## config.mk

```make
export PLATFORM = sky130hd
export DESIGN_NAME = mips_muldiv
export DESIGN_NICKNAME = d
export VERILOG_FILES = /design/src/rtl/mips_muldiv.sv
export SDC_FILE = /design/constraint.sdc
export NUM_CORES = 1
export LEC_CHECK = 0
export ABC_AREA = 1
export CAP_MARGIN = 5
export CORE_MARGIN = 4
export CORE_UTILIZATION = 50
export CTS_CLUSTER_SIZE = 28
export DETAILED_ROUTE_END_ITERATION = 10
export PLACE_DENSITY = 0.7
export SLEW_MARGIN = 20
export SYNTH_ARGS = -nofsm -noshare
export SYNTH_HDL_FRONTEND = slang
export SYNTH_SLANG_ARGS = --single-unit
```

## constraint.sdc

```tcl
create_clock -name clk -period 5.9 [get_ports clk]
set_clock_uncertainty 0.2 [all_clocks]
set_input_delay 0.59 -clock clk [delete_from_list [all_inputs] [get_ports clk]]
set_output_delay 0.59 -clock clk [all_outputs]
set_load 0.02 [all_outputs]
```

## src/rtl/mips_muldiv.sv

```systemverilog
`default_nettype none
// +--------------------------------------------------------------------------+
// | mips_muldiv : iterative 32-bit mult/multu/div/divu unit with HI/LO regs  |
// | Optional single-cycle mult/multu: MIPS_MULDIV_FAST_MULT_EN   Rev 1.0     |
// +--------------------------------------------------------------------------+
module mips_muldiv (
  input  logic        clk,
  input  logic        rst,
  input  logic        start_i,
  input  logic [1:0]  op_i,
  input  logic [31:0] in1_i,
  input  logic [31:0] in2_i,
  input  logic        hi_we_i,
  input  logic        lo_we_i,
  output logic        busy_o,
  output logic        done_o,
  output logic [31:0] hi_o,
  output logic [31:0] lo_o
);

  typedef enum logic [1:0] {
    ST_IDLE = 2'd0,
    ST_RUN  = 2'd1,
    ST_FIX  = 2'd2
  } state_t;

  state_t      state_q, state_d;
  logic [1:0]  op_q,    op_d;
  logic [4:0]  cnt_q,   cnt_d;
  logic [63:0] acc_q,   acc_d;
  logic [31:0] opb_q,   opb_d;
  logic        neg_q,   neg_d;
  logic        rneg_q,  rneg_d;
  logic [31:0] hi_q,    hi_d;
  logic [31:0] lo_q,    lo_d;
  logic        done_q,  done_d;

  // Operand conditioning for the iterative path
  logic        w_signed;
  logic        w_s1;
  logic        w_s2;
  logic [31:0] w_mag1;
  logic [31:0] w_mag2;

  assign w_signed = ~op_i[0];
  assign w_s1     = w_signed & in1_i[31];
  assign w_s2     = w_signed & in2_i[31];
  assign w_mag1   = w_s1 ? -in1_i : in1_i;
  assign w_mag2   = w_s2 ? -in2_i : in2_i;

  // Multiply step: acc = {product_hi, multiplier}; add then shift right
  logic [32:0] w_madd;
  logic [63:0] w_mstep;

  assign w_madd  = {1'b0, acc_q[63:32]} + (acc_q[0] ? {1'b0, opb_q} : 33'd0);
  assign w_mstep = {w_madd, acc_q[31:1]};

  // Restoring divide step on {rem, quot}; shifted remainder may reach 33 bits
  logic        w_dge;
  logic [31:0] w_dsub;
  logic [63:0] w_dstep;

  assign w_dge   = (acc_q[63:31] >= {1'b0, opb_q});
  assign w_dsub  = acc_q[62:31] - opb_q;
  assign w_dstep = w_dge ? {w_dsub, acc_q[30:0], 1'b1} : {acc_q[62:0], 1'b0};

  // Sign correction; a zero divisor leaves rem=|dividend|, restored to in1 here
  logic [63:0] w_prod;
  logic [31:0] w_quot;
  logic [31:0] w_rem;

  assign w_prod = neg_q  ? -acc_q : acc_q;
  assign w_quot = neg_q  ? -acc_q[31:0] : acc_q[31:0];
  assign w_rem  = rneg_q ? -acc_q[63:32] : acc_q[63:32];

  logic        w_fast;
  logic [63:0] w_fprod;

`ifdef MIPS_MULDIV_FAST_MULT_EN
  logic signed [63:0] w_fa;
  logic signed [63:0] w_fb;

  assign w_fa    = {{32{w_signed & in1_i[31]}}, in1_i};
  assign w_fb    = {{32{w_signed & in2_i[31]}}, in2_i};
  assign w_fprod = w_fa * w_fb;
  assign w_fast  = ~op_i[1];
`else
  assign w_fprod = 64'd0;
  assign w_fast  = 1'b0;
`endif

  always_comb begin
    state_d = state_q;
    op_d    = op_q;
    cnt_d   = cnt_q;
    acc_d   = acc_q;
    opb_d   = opb_q;
    neg_d   = neg_q;
    rneg_d  = rneg_q;
    hi_d    = hi_q;
    lo_d    = lo_q;
    done_d  = 1'b0;
    case (state_q)
      ST_IDLE: begin
        if (start_i) begin
          if (w_fast) begin
            hi_d   = w_fprod[63:32];
            lo_d   = w_fprod[31:0];
            done_d = 1'b1;
          end else begin
            op_d    = op_i;
            cnt_d   = 5'd31;
            acc_d   = {32'd0, w_mag1};
            opb_d   = w_mag2;
            neg_d   = w_s1 ^ w_s2;
            rneg_d  = w_s1;
            state_d = ST_RUN;
          end
        end else begin
          if (hi_we_i) hi_d = in1_i;
          if (lo_we_i) lo_d = in1_i;
        end
      end
      ST_RUN: begin
        acc_d = op_q[1] ? w_dstep : w_mstep;
        if (cnt_q == 5'd0) state_d = ST_FIX;
        else               cnt_d   = cnt_q - 5'd1;
      end
      ST_FIX: begin
        if (op_q[1]) begin
          hi_d = w_rem;
          lo_d = (opb_q == 32'd0) ? 32'hFFFF_FFFF : w_quot;
        end else begin
          hi_d = w_prod[63:32];
          lo_d = w_prod[31:0];
        end
        done_d  = 1'b1;
        state_d = ST_IDLE;
      end
      default: state_d = ST_IDLE;
    endcase
  end

  always_ff @(posedge clk or posedge rst) begin
    if (rst) begin
      state_q <= ST_IDLE;
      op_q    <= 2'd0;
      cnt_q   <= 5'd0;
      acc_q   <= 64'd0;
      opb_q   <= 32'd0;
      neg_q   <= 1'b0;
      rneg_q  <= 1'b0;
      hi_q    <= 32'd0;
      lo_q    <= 32'd0;
      done_q  <= 1'b0;
    end else begin
      state_q <= state_d;
      op_q    <= op_d;
      cnt_q   <= cnt_d;
      acc_q   <= acc_d;
      opb_q   <= opb_d;
      neg_q   <= neg_d;
      rneg_q  <= rneg_d;
      hi_q    <= hi_d;
      lo_q    <= lo_d;
      done_q  <= done_d;
    end
  end

  assign busy_o = (state_q != ST_IDLE);
  assign done_o = done_q;
  assign hi_o   = hi_q;
  assign lo_o   = lo_q;

endmodule
`default_nettype wire

```

==> metrics.txt <==
clock latency at the later pin of the worst-skew pair=0.47 ns; gr ovfl total=0; fraction of layout cells with a size suffix above 1=3.763%; TritonCTS clock tree=done; Core Region=34710 um2; net count after synthesis=3161; fin crit share=59.01%; clock sinks=about 170; highest ir drop seen on vdd=0.3092 mV; standard-cell row count=68; setup repair after global routing missed its margin=false; cell breakdown of the critical path=nand2_1, inv_1, ha_1, inv_1, fa_1, o21bai_1, nand2_1, nand2_1, nand2_1, nand3_1, nand3_1, nand3_1, nand2_1, inv_1, nand2_1, nand2_1; cell seen most often among critical-path stages=sky130_fd_sc_hd__nand2_1; die width=195.9 um; post-synthesis xor/xnor area fraction=2.729%; setup TNS after final layout=0 ns; type of element launching the critical path=register; Post-Synth Simple-Gate Area=41.66%; initial antenna violation count=0; number of enable flip-flop cells after synthesis=0; fmax=0.2872 GHz; Port Buf Inserts=136; cell accounting for the most synthesized area=sky130_fd_sc_hd__dfrtp_1; post_cts resized=0; fillcell total=3565; Post-CTS Repair Setup Buffers=0; Max Slew Vio Count=0; first-pass iteration count of the detailed router=6; clock root buffer master=sky130_fd_sc_hd__clkbuf_16; total leakage power=10.38 nW; number of primary I/O pins=~140; area occupied by multi-input gates=11300 um2; area share of the largest cell type after synthesis=24.24%; CP required=6.10 ns; H-Tree Level Count=4; number of routed nets with antenna violations=0; routed via count divided by cell count=~5.8; overall die area=38370 um2; NumNets Final=3239; combinational family with the most area after synthesis=simple AND/OR/NAND/NOR gates; Iter 0 DRT Violations=2366; clock slew at the register clock pins of the worst setup and hold paths=approximately 0.07 ns; average wire length per cell after detail routing=20.92 um; final RePlAce weighted congestion=1.070; transition time of the tightest slew-check pin=between 1 and 1.5 ns; commonest cells in the netlist=988 x sky130_fd_sc_hd__nand2_1, 430 x sky130_fd_sc_hd__inv_1, 271 x sky130_fd_sc_hd__nand3_1, 267 x sky130_fd_sc_hd__nor2_1, 223 x sky130_fd_sc_hd__o21ai_0; syn avg cell area=5.848 um2; final setup violating endpoints=0; number of flip-flops and latches in the synthesized netlist=171; run status=finished clean; number of max-capacitance violations reported=0; worst max-slew margin expressed relative to the limit=27.07%; Compound-Gate Fraction of Synth Area=between 10 and 15%; gate family responsible for the most delay along the worst path=simple AND/OR/NAND/NOR gates; worst-path fanout max=25; global-route wire length before repair=113400 um; Max Buffers Root-to-Sink=2; Setup crit end kind=register; most instantiated flip-flop cell in the synthesis netlist=sky130_fd_sc_hd__dfrtp_1; most area-consuming cells after synthesis=sky130_fd_sc_hd__dfrtp_1 24%, sky130_fd_sc_hd__nand2_1 21%, sky130_fd_sc_hd__inv_1 9.1%, sky130_fd_sc_hd__nand3_1 7.7%, sky130_fd_sc_hd__o21ai_0 6.3%; Antenna diodes=0; master of the slowest instance on the critical path=sky130_fd_sc_hd__dfrtp_1; CTS Buf Count=17; Slowest Stage Delay on Critical Path=1.00 ns; final hold violation count=0; mux share of post-synthesis cell area=0%; overall fraction of global-route tracks in use=38.03%; fraction of the yosys area taken by sequential cells=between 20% and 30%; Via Count=20748; minimum hold slack=just over 0.3 ns; # DRC=0; kind of critical path=register to register; maximum number of pins on one net before global-route repair=79; Area Growth Syn to Fin=12.88%; final wirelength=74560 um; starting utilization of the core area=50.85%; async set-or-reset flop fraction in the synthesized netlist=100.0%; minimum period implied by the final worst setup slack=3.481 ns; total number of yosys warnings=0; post-synthesis instance total=3018; pwr/cell area=between 600 and 700 nW/um2; Arr. time, crit path=~3.7 ns; Tightest Hold Check Type=register to register; via count of the first global-routing pass=19686; Register Area=4283 um2; total standard cell area after synthesis=about 18000 um2; post-synthesis share of cell area spent on full adders, half adders and majority gates=5.189%; hold_buf cts=0; top-count cell post-synth=sky130_fd_sc_hd__nand2_1; height of the chip=195.9 um; HPWL reported at the end of detailed placement=between 50000 and 60000 um; buffering stage count on the worst path with inverters included=3; Synth cell types=52
-- state kept, by name (all words and copies together), names as in the netlist --
name and flops:
acc_q 64, cnt_q 5, done_o 1, hi_o 32, lo_o 32, neg_q 1
op_q 1, opb_q 32, rneg_q 1, state_q 2
-- kinds of logic (layout without fill, tap and decap cells) --
| group | after synthesis | after routing |
|---|---|---|
| simple gates | 1715 | 1715 |
| buf+inv | 543 | 634 |
| compound gates | 462 | 462 |
| flops | 171 | 171 |
| fa+ha+maj | 72 | 72 |
| xor+xnor | 55 | 55 |
-- worst reg2reg max path, cell delays in order, from the launching register on --
cell and delay (ns):
sky130_fd_sc_hd__dfrtp_1 1.00, sky130_fd_sc_hd__nand2_1 0.12, sky130_fd_sc_hd__inv_1 0.09, sky130_fd_sc_hd__ha_1 0.17, sky130_fd_sc_hd__inv_1 0.06, sky130_fd_sc_hd__fa_1 0.40, sky130_fd_sc_hd__o21bai_1 0.35, sky130_fd_sc_hd__nand2_1 0.13
sky130_fd_sc_hd__nand2_1 0.26, sky130_fd_sc_hd__nand2_1 0.13, sky130_fd_sc_hd__nand3_1 0.13, sky130_fd_sc_hd__nand3_1 0.08, sky130_fd_sc_hd__nand3_1 0.08, sky130_fd_sc_hd__nand2_1 0.05, sky130_fd_sc_hd__inv_1 0.06, sky130_fd_sc_hd__nand2_1 0.05
sky130_fd_sc_hd__nand2_1 0.05
-- worst paths after layout --
path                                         endpoint                  from  slack, ns  depth (start not counted)
worst max register to register  acc_q[63]$_DFFE_PP0P_  acc_q[0]$_DFFE_PP0P_       2.42                         16
worst min-delay path             lo_o[21]$_DFFE_PP0P_  lo_o[21]$_DFFE_PP0P_       0.31                          2
worst max-delay path            acc_q[63]$_DFFE_PP0P_  acc_q[0]$_DFFE_PP0P_       2.42                         16
max in group asynchronous         op_q[1]$_DFFE_PP0P_                   rst       4.05                          3
min in group asynchronous        acc_q[6]$_DFFE_PP0P_                   rst       0.41                          2
worst min register to register   lo_o[21]$_DFFE_PP0P_  lo_o[21]$_DFFE_PP0P_       0.31                          2
-- placed cells by master, fill, tap and decap left out, types with 4 or more instances in the layout --
master / n
sky130_fd_sc_hd__a21oi_1: 128
sky130_fd_sc_hd__a22oi_1: 10
sky130_fd_sc_hd__and2_1: 5
sky130_fd_sc_hd__buf_4: 16
sky130_fd_sc_hd__clkbuf_16: 17
sky130_fd_sc_hd__clkdlybuf4s50_1: 136
sky130_fd_sc_hd__dfrtp_1: 170
sky130_fd_sc_hd__ha_1: 70
sky130_fd_sc_hd__inv_1: 428
sky130_fd_sc_hd__inv_2: 17
sky130_fd_sc_hd__inv_6: 5
sky130_fd_sc_hd__nand2_1: 987
sky130_fd_sc_hd__nand2_2: 9
sky130_fd_sc_hd__nand3_1: 271
sky130_fd_sc_hd__nand3b_1: 20
sky130_fd_sc_hd__nand4_1: 62
sky130_fd_sc_hd__nor2_1: 266
sky130_fd_sc_hd__nor2_2: 17
sky130_fd_sc_hd__nor2_4: 6
sky130_fd_sc_hd__nor3_1: 43
sky130_fd_sc_hd__nor4_1: 8
sky130_fd_sc_hd__o211ai_1: 32
sky130_fd_sc_hd__o21ai_0: 223
sky130_fd_sc_hd__o21ai_1: 24
sky130_fd_sc_hd__o21bai_1: 26
sky130_fd_sc_hd__o31ai_1: 4
sky130_fd_sc_hd__xnor2_1: 19
sky130_fd_sc_hd__xor2_1: 36
-- where the power goes --
group	switching, W	internal [W]
combinational	0.00635	0.00325
clock	0.000562	0.000619
sequential	0.000970	0.00179
-- metrics by stage --
stage	setup WS, ns	power [W]	instance area, um2	instances	util [%]
after floorplan	0.4782	0.009034	17650	3018	-
after global placement	2.415	0.01194	19340	3532	55.72
after detailed placement	2.321	0.01208	19340	3532	55.72
after CTS	2.528	0.01329	19920	3564	57.40
after global routing	2.222	0.01469	19920	3564	57.40
final	2.419	0.01354	19920	3564	57.40
-- cell type report --
cell class	instances	area share, %
sequential	171	21.50
timing repair buffer	153	7.536
inverter	449	8.484
tap	455	2.857
multi-input combinational	2304	56.71
clock buffer	21	2.311
clock inverter	11	0.6091
-- layer usage --
| layer | vias up | GRT usage, % | routed length (um) | share of wire [%] |
|---|---|---|---|---|
| met5 | - | 0 | 0 | 0 |
| met4 | 0 | 26.30 | 6027 | 8.1 |
| met3 | 267 | 6.234 | 6504 | 8.7 |
| met2 | 1161 | 63.18 | 34280 | 46 |
| met1 | 9477 | 44.96 | 27750 | 37 |
| li1 | 9843 | - | - | - |
Power figures use the tool's default switching activity.
